[config.mk]
export PLATFORM = sky130hd
export DESIGN_NAME = posit_encode_pipe
export DESIGN_NICKNAME = d
export VERILOG_FILES = /design/src/rtl/posit_encode_pipe.sv
export SDC_FILE = /design/constraint.sdc
export NUM_CORES = 1
export LEC_CHECK = 0
export CAP_MARGIN = 20
export CORE_MARGIN = 4
export CORE_UTILIZATION = 65
export DETAILED_ROUTE_END_ITERATION = 6
export DONT_BUFFER_PORTS = 1
export PLACE_DENSITY = 0.79
export SETUP_SLACK_MARGIN = 0.05
export SYNTH_ARGS = -nofsm -noshare
export SYNTH_HDL_FRONTEND = slang
export SYNTH_SLANG_ARGS = --single-unit
[constraint.sdc]
create_clock -name clock -period 5.5 [get_ports clock]
set_clock_uncertainty 0.1 [all_clocks]
set_input_delay 0.55 -clock clock [delete_from_list [all_inputs] [get_ports clock]]
set_output_delay 0.55 -clock clock [all_outputs]
set_load 0.01 [all_outputs]
[src/rtl/posit_encode_pipe.sv]
// posit_encode_pipe: 3-stage posit encoder.
// Takes an unpacked value (sign, scale, fraction, sticky, zero/NaR flags),
// builds the regime/exponent/fraction bit string, rounds to nearest even
// and returns the two's-complement posit with a matching done strobe.
module posit_encode_pipe #(
    parameter int N  = 32,
    parameter int es = 2,
    parameter int Bs = $clog2(N),
    parameter int SW = es + Bs + 1
) (
    input  logic          clock,
    input  logic          reset_n,
    input  logic          start,
    input  logic          sign,
    input  logic          zero,
    input  logic          nar,
    input  logic [SW-1:0] scale,
    input  logic [N-1:0]  frac,
    input  logic          sticky,
    output logic [N-1:0]  out,
    output logic          done
);

    // Widest scale still encodable: regime of N-1 bits.
    localparam logic signed [SW-1:0] SMAX = SW'((N - 2) * (1 << es));
    localparam logic signed [SW-1:0] SMIN = -SMAX;
    // {terminator, e, frac, sticky}, padded below so no shifted bit is lost.
    localparam int AW = es + N + 2;
    localparam int WW = AW + N;

    // valid chain
    logic s1, s2, s3;

    // operand registers
    logic          in_sign, in_zero, in_nar, in_sticky;
    logic [SW-1:0] in_scale;
    logic [N-1:0]  in_frac;

    // stage 1 registers
    logic          p1_sign, p1_zero, p1_nar, p1_sticky, p1_r;
    logic [SW-1:0] p1_sh;
    logic [es-1:0] p1_e;
    logic [N-1:0]  p1_frac;

    // stage 2 registers
    logic          p2_sign, p2_zero, p2_nar, p2_g, p2_st;
    logic [N-2:0]  p2_mag;

    // stage 1 combinational
    logic signed [SW-1:0] sc, sc_c, k;
    logic [SW-1:0]        sh_c;

    // stage 2 combinational
    logic [AW-1:0] arr;
    logic [WW-1:0] wide, shifted;

    // stage 3 combinational
    logic [N-1:0]  sum;
    logic [N-2:0]  mag_r;
    logic [N-1:0]  out_c;
    logic          ulp;

    // Start-valid shift chain; done follows the last stage.
    always_ff @(posedge clock or negedge reset_n) begin
        if (!reset_n) begin
            s1   <= 1'b0;
            s2   <= 1'b0;
            s3   <= 1'b0;
            done <= 1'b0;
        end else begin
            s1   <= start;
            s2   <= s1;
            s3   <= s2;
            done <= s3;
        end
    end

    // Operand capture, held while start is low.
    always_ff @(posedge clock or negedge reset_n) begin
        if (!reset_n) begin
            in_sign   <= 1'b0;
            in_zero   <= 1'b0;
            in_nar    <= 1'b0;
            in_sticky <= 1'b0;
            in_scale  <= '0;
            in_frac   <= '0;
        end else if (start) begin
            in_sign   <= sign;
            in_zero   <= zero;
            in_nar    <= nar;
            in_sticky <= sticky;
            in_scale  <= scale;
            in_frac   <= frac;
        end
    end

    // Stage 1: clamp scale, split into regime value k and exponent e.
    always_comb begin
        sc = $signed(in_scale);
        if (sc > SMAX)      sc_c = SMAX;
        else if (sc < SMIN) sc_c = SMIN;
        else                sc_c = sc;
        k = sc_c >>> es;
        // Run length before the terminator: k+1 ones, or -k zeros.
        sh_c = k[SW-1] ? (~k + SW'(1)) : (k + SW'(1));
    end

    // Stage 1 registers.
    always_ff @(posedge clock or negedge reset_n) begin
        if (!reset_n) begin
            p1_sign   <= 1'b0;
            p1_zero   <= 1'b0;
            p1_nar    <= 1'b0;
            p1_sticky <= 1'b0;
            p1_r      <= 1'b0;
            p1_sh     <= '0;
            p1_e      <= '0;
            p1_frac   <= '0;
        end else begin
            p1_sign   <= in_sign;
            p1_zero   <= in_zero;
            p1_nar    <= in_nar;
            p1_sticky <= in_sticky;
            p1_r      <= ~k[SW-1];
            p1_sh     <= sh_c;
            p1_e      <= sc_c[es-1:0];
            p1_frac   <= in_frac;
        end
    end

    // Stage 2: the regime is produced by shifting the terminator-led array
    // right and filling the vacated top bits with the run bit.
    always_comb begin
        arr     = {~p1_r, p1_e, p1_frac, p1_sticky};
        wide    = {arr, {N{1'b0}}};
        shifted = (wide >> p1_sh) | (p1_r ? ~({WW{1'b1}} >> p1_sh) : '0);
    end

    // Stage 2 registers: kept magnitude, guard, and sticky of the rest.
    always_ff @(posedge clock or negedge reset_n) begin
        if (!reset_n) begin
            p2_sign <= 1'b0;
            p2_zero <= 1'b0;
            p2_nar  <= 1'b0;
            p2_g    <= 1'b0;
            p2_st   <= 1'b0;
            p2_mag  <= '0;
        end else begin
            p2_sign <= p1_sign;
            p2_zero <= p1_zero;
            p2_nar  <= p1_nar;
            p2_mag  <= shifted[WW-1 -: N-1];
            p2_g    <= shifted[WW-N];
            p2_st   <= |shifted[WW-N-1:0];
        end
    end

    // Stage 3: round to nearest even, saturate, apply sign and specials.
    always_comb begin
        ulp = p2_g & (p2_st | p2_mag[0]);
        sum = {1'b0, p2_mag} + {{(N-1){1'b0}}, ulp};
        if (sum[N-1])      mag_r = '1;
        else if (sum == '0) mag_r = {{(N-2){1'b0}}, 1'b1};
        else               mag_r = sum[N-2:0];
        if (p2_nar)        out_c = {1'b1, {(N-1){1'b0}}};
        else if (p2_zero)  out_c = '0;
        else if (p2_sign)  out_c = -{1'b0, mag_r};
        else               out_c = {1'b0, mag_r};
    end

    // Output register.
    always_ff @(posedge clock or negedge reset_n) begin
        if (!reset_n) out <= '0;
        else          out <= out_c;
    end

endmodule

Word-level counts from Yosys, hierarchy flattened
Cells that the tools add are included.
{"block": "classes", "add_sub_neg": 4, "magnitude_cmp": 2, "shift": 2, "mux": 9, "n_bitwise": 7, "reduce_logical": 2}
{"op": "$mux W32", "n": 3}
{"op": "$mux W68", "n": 1}
{"op": "$not A68 Y68", "n": 1}
{"op": "$or A68 B68 Y68", "n": 1}
{"op": "$shr A68 B8 Y68", "n": 1}
{"op": "$shr A68 B8 Y68 const A", "n": 1}
{"op": "$mux W31", "n": 2}
{"op": "$reduce_or A36 Y1", "n": 1}
{"op": "$add A31 B1 Y32", "n": 1}
{"op": "$logic_not A32 Y1", "n": 1}
{"op": "$neg A31 Y32", "n": 1}
{"op": "$mux W8", "n": 3}
{"op": "$add A8 B2 Y8 const B", "n": 1}
{"op": "$gt A8 B8 Y1 const B", "n": 1}
{"op": "$lt A8 B8 Y1 const B", "n": 1}
{"op": "$not A6 Y8", "n": 1}
{"op": "$add A6 B2 Y7 const B", "n": 1}
{"op": "$not A1 Y1", "n": 2}
{"op": "$and A1 B1 Y1", "n": 1}
{"op": "$or A1 B1 Y1", "n": 1}
{"block": "totals", "register_bits": 163, "input_bits": 47, "output_inout_bits": 33, "wordCells": 51}

Depth between registers and ports, before layout
{"block": "logic_depth", "ltp_word": 10, "depth_mapped": 20, "mapped_depth_nobuf": 18}

Least setup slack after synthesis
OpenSTA, ideal clock, no wires.
{"block": "synth_path", "path_kind": "flip-flop to flip-flop", "startpoint": "reg p2_mag[0]", "endpoint": "reg out[24]", "arrival_time_ns": 4.821, "required_time_ns": 5.268, "setup_slack_ns": 0.447, "stages_incl_launch_ff": 20, "cell_sequence": "dfrtp_1 > o21a_1 > ha_1 > nand4_2 > or3_1 > clkbuf_1 > or4_1 > and4_1 > o211ai_2 > nor4_4 > nor3_1 > ha_1 > nand2_1 > or4b_4 > or3_4 > or4_4 > buf_6 > o41ai_4 > xnor2_1 > nor2_1"}
{"block": "synth_between", "elab_chain_len": 10}
{"element": "from (decl)", "line": "47", "text": "logic [N-2:0] p2_mag;"}
{"element": "from (signal assigned)", "line": "152", "text": "p2_mag <= shifted[WW-1 -: N-1];"}
{"element": "$or A1 B1 Y1", "line": "160", "text": "ulp = p2_g & (p2_st | p2_mag[0]);"}
{"element": "$and A1 B1 Y1", "line": "160"}
{"element": "$add A31 B1 Y32 *", "line": "161", "text": "sum = {1'b0, p2_mag} + {{(N-1){1'b0}}, ulp};"}
{"element": "$logic_not A32 Y1", "line": "163", "text": "else if (sum == '0) mag_r = {{(N-2){1'b0}}, 1'b1};"}
{"element": "$mux W31", "line": "163"}
{"element": "$mux W31 *", "line": "162", "text": "if (sum[N-1]) mag_r = '1;"}
{"element": "$neg A31 Y32", "line": "167", "text": "else if (p2_sign) out_c = -{1'b0, mag_r};"}
{"element": "$mux W32 *", "line": "167"}
{"element": "$mux W32 *", "line": "166", "text": "else if (p2_zero) out_c = '0;"}
{"element": "$mux W32 *", "line": "165", "text": "if (p2_nar) out_c = {1'b1, {(N-1){1'b0}}};"}
{"element": "net out_c[24]", "line": "60", "text": "logic [N-1:0] out_c;"}
{"element": "to (signal assigned)", "line": "174", "text": "else out <= out_c;"}
{"element": "to (decl)", "line": "20", "text": "output logic [N-1:0] out,"}
Mark *: on every way through the listed nets, which the timed path passes. The rest lies on a longest branch.
A chain may end at the register's enable or synchronous reset.

Final worst setup path
Ends and elaborated chain as after synthesis.

==> flow_summary.ini <==
[logic_synthesis]
yosys.cell_types.count = 76
synth_top_family_by_area = simple AND/OR/NAND/NOR gates
synth_edf_count = 0
synthFlopType = sky130_fd_sc_hd__dfrtp_1
postSynthRegisterBits = 163
synth_compound_gate_area_share_pct = 16.4
yosys.area_share.adder_pct = 0.754
yosys.area_share.simple_pct = 19.0
synthCells = 1054
yosysWarnings = 0
synth.top_cell.area_share_pct = 41.0
post_synth_xor_area_fraction_pct = 4.58
synth-seq-area-share_pct = 41.0
synthMuxAreaShare_pct = 14.5
synthArstFlopShare_pct = 100
synthesis.area_per_instance_um2 = 9.44
yosys.area.top_type = sky130_fd_sc_hd__dfrtp_1
cell_types_with_the_largest_area_share_after_synthesis = sky130_fd_sc_hd__dfrtp_1 41%, sky130_fd_sc_hd__mux2_2 5.4%, sky130_fd_sc_hd__mux4_2 5.4%
synth.cell_area_um2 = 9950

[critical_path]
worst_setup_path_end_kind = register
cp_max_fo = 6
most_numerous_cell_on_the_critical_path = sky130_fd_sc_hd__ha_1
crit_path_top_delay_cell = sky130_fd_sc_hd__or4_4
worstSetupStartpointType = register
cp_slowest_stage_delay_ns = 0.61
worst_setup_path_startpoint = p2_mag[0]
timing.critical_path.cells = o21a_1, ha_1, nand4_2, or3_1, or4_1, and4_1, o211ai_2, nor4_4, nor3_2, ha_1, nand2_1, or4b_4, or3_4, or4_4, o41ai_4, xnor2_1, nor2_1
cp_data_required_time_ns = 5.69
critical_path_arrival_ns = 5.35
worst_r2r_startpoint = p2_mag[0]
crit_type = register to register

[floorplan]
die_area_um2 = 17400
initial_core_util_pct = 67.5
ios = 80
die_h_um = 132
std_cell_rows = 44
die_width_um = 132
coreArea_um2 = 14800

[power]
power.internal_mw = 2.72
clock_power_share_pct = 26.2
p_total_mw = 4.40
power.share.switching_pct = 38.1
power_frac_seq_pct = 36.0
power.share.combinational_pct = 37.8
power.leakage_nw = 4.37
powerDensity_nw_per_um2 = 412
vdd.ir_drop.worst_v = 0.000249
switching_power_mw = 1.67

[drt]
detail_route.drc_violations = 0
drt-pass1-iter-count = 5
avgRoutedWirePerCell_um = 19.4
final_antenna_violating_net_count = 0
post_drt_via_cell_ratio = 6.58
detail_route.iter0.violations = 926
num_vias = 8015
totalWireLength_um = 23600

[clock_network]
root_buffer = sky130_fd_sc_hd__clkbuf_16
cts_max_path_buffers = 2
clkSlewWorstSetupHoldPaths_ns = 0.06
cts.htree.levels = 4
tritoncts.num_buffers = 17
worst_skew_pair.late_latency_ns = 0.42
clkSinkCount = 163
cts_tree = yes
post_cts_setup_bufs = 0

[sta]
period_minus_slack_ns = 5.16
final_max_slew_viol_count = 0
highest_achievable_clock_rate_mhz = 194
tightest_slew_ns = 0.848
fin_tns_setup_ns = 0
worst_slew_margin_rel_pct = 43.3
hold_viol_final = 0
final.hold.worst_slack_ns = 0.0239
unrepaired_setup_endpoints_after_global_routing = true
finalSetupViolations = 0
fin_crit_sh_pct = 93.9

[grt]
gr-usage-all-layers_pct = 27.4
grt_pass1_vias = 7546
grt_remaining_overflow = 0
first_pass_grt_wire_length_um = 38600
grt_antenna_before_repair = 0
grt_max_degree = 164

[final_layout]
synthToLayoutAreaGrowth_pct = 7.24
layout-drive-gt1-share_pct = 14.6
layout.cells.most_common = sky130_fd_sc_hd__dfrtp_1
nets = 1077
finish.cell_count_without_fillers = 1219
layout.cells.most_common_list = 161 x sky130_fd_sc_hd__dfrtp_1, 100 x sky130_fd_sc_hd__nor2_1, 96 x sky130_fd_sc_hd__nand2_1
insertedDiodeCount = 0

[place]
dp.final_hpwl_um = 17300
place.detailed.instances = 1188
globalplace.congestion = 1.02
place.port_buffers = 0

[hold_path]
hold_class = input port to async pin

[job]
max_cap_viol_count = 0

[status]
run_status = finished, final reports clean
-- worst paths after layout --
path / end / slack, ns / cells past startpoint
max: out[24] / 0.34 / 17
min reg2reg: p2_nar / 0.25 / 0
min: out[27] / 0.02 / 1
max reg2reg: out[24] / 0.34 / 17
min in group clock: s1 / 0.05 / 0
max in group asynchronous: p1_sh[1] / 4.70 / 1
-- flip-flops by register name (all words and copies together), names as in the netlist, 2 cells and up --
| signal | count |
|---|---|
| in_frac | 32 |
| out | 32 |
| p1_frac | 32 |
| p2_mag | 31 |
| in_scale | 8 |
| p1_sh | 8 |
| p1_e | 2 |
-- per-layer routing --
metal / vias to the layer above / share of wire, % / global-route usage (%)
met4: 0 / 5.0 / 15.2
met1: 3841 / 40 / 33.7
li1: 3790 / - / -
met5: - / 0 / 0
met2: 306 / 50 / 45.8
met3: 78 / 4.9 / 5.34
-- through the flow --
step / utilization, % / area [um2] / setup WS [ns]
after floorplan: - / 9960 / 0.447
after global placement: 68.2 / 10100 / 0.225
after detailed placement: 68.2 / 10100 / 0.0682
after CTS: 72.2 / 10700 / 0.0529
after global routing: 72.4 / 10700 / 0.0376
final: 72.4 / 10700 / 0.336
-- kinds of logic (layout without fill, tap and decap cells) --
group,Yosys count,in the layout
simple gates,380,380
xor+xnor,52,52
other cells,1,2
compound gates,254,254
buf+inv,90,70
mux,108,108
flops,163,163
fa+ha+maj,6,6
-- final cells by class --
type / instances / area [um2]
clock buffer: 20 / 447
clock inverter: 10 / 128
fill: 1082 / 4080
inverter: 14 / 52.6
multi-input combinational: 802 / 5520
sequential: 163 / 4080
tap: 184 / 230
timing repair buffer: 26 / 215
-- Yosys cell counts (all sizes together) (23+ instances only) --
| cell type | instances |
|---|---|
| a21oi | 47 |
| nand2 | 96 |
| xor2 | 23 |
| nand3 | 35 |
| xnor2 | 29 |
| nor3 | 27 |
| o21ai | 84 |
| mux2i | 35 |
| dfrtp | 163 |
| mux4 | 24 |
| nor2 | 101 |
| clkbuf | 63 |
| mux2 | 49 |
-- worst max-delay path: cells and delay by family, from the launching register on --
family	cells	cell delay (ns)
simple gates	11	3.27
flops	1	0.35
fa+ha+maj	2	0.41
compound gates	3	0.72
xor+xnor	1	0.17
-- power by group through the flow --
stage | Combinational, mW | Clock, mW | Sequential (mW)
floorplan | 1.33 | 0 | 1.49
global placement | 1.58 | 0 | 1.59
detailed placement | 1.60 | 0 | 1.60
CTS | 1.63 | 1.17 | 1.58
global route | 1.81 | 1.22 | 1.61
finish | 1.66 | 1.15 | 1.58
-- timing repair --
item                                    CTS  global route
endpoints found under the setup margin    0             6
endpoints found under the hold margin   163             0
hold buffers                              1             0
gates resized for setup                   0             3
No activity file was read; power rests on OpenSTA's default activity.
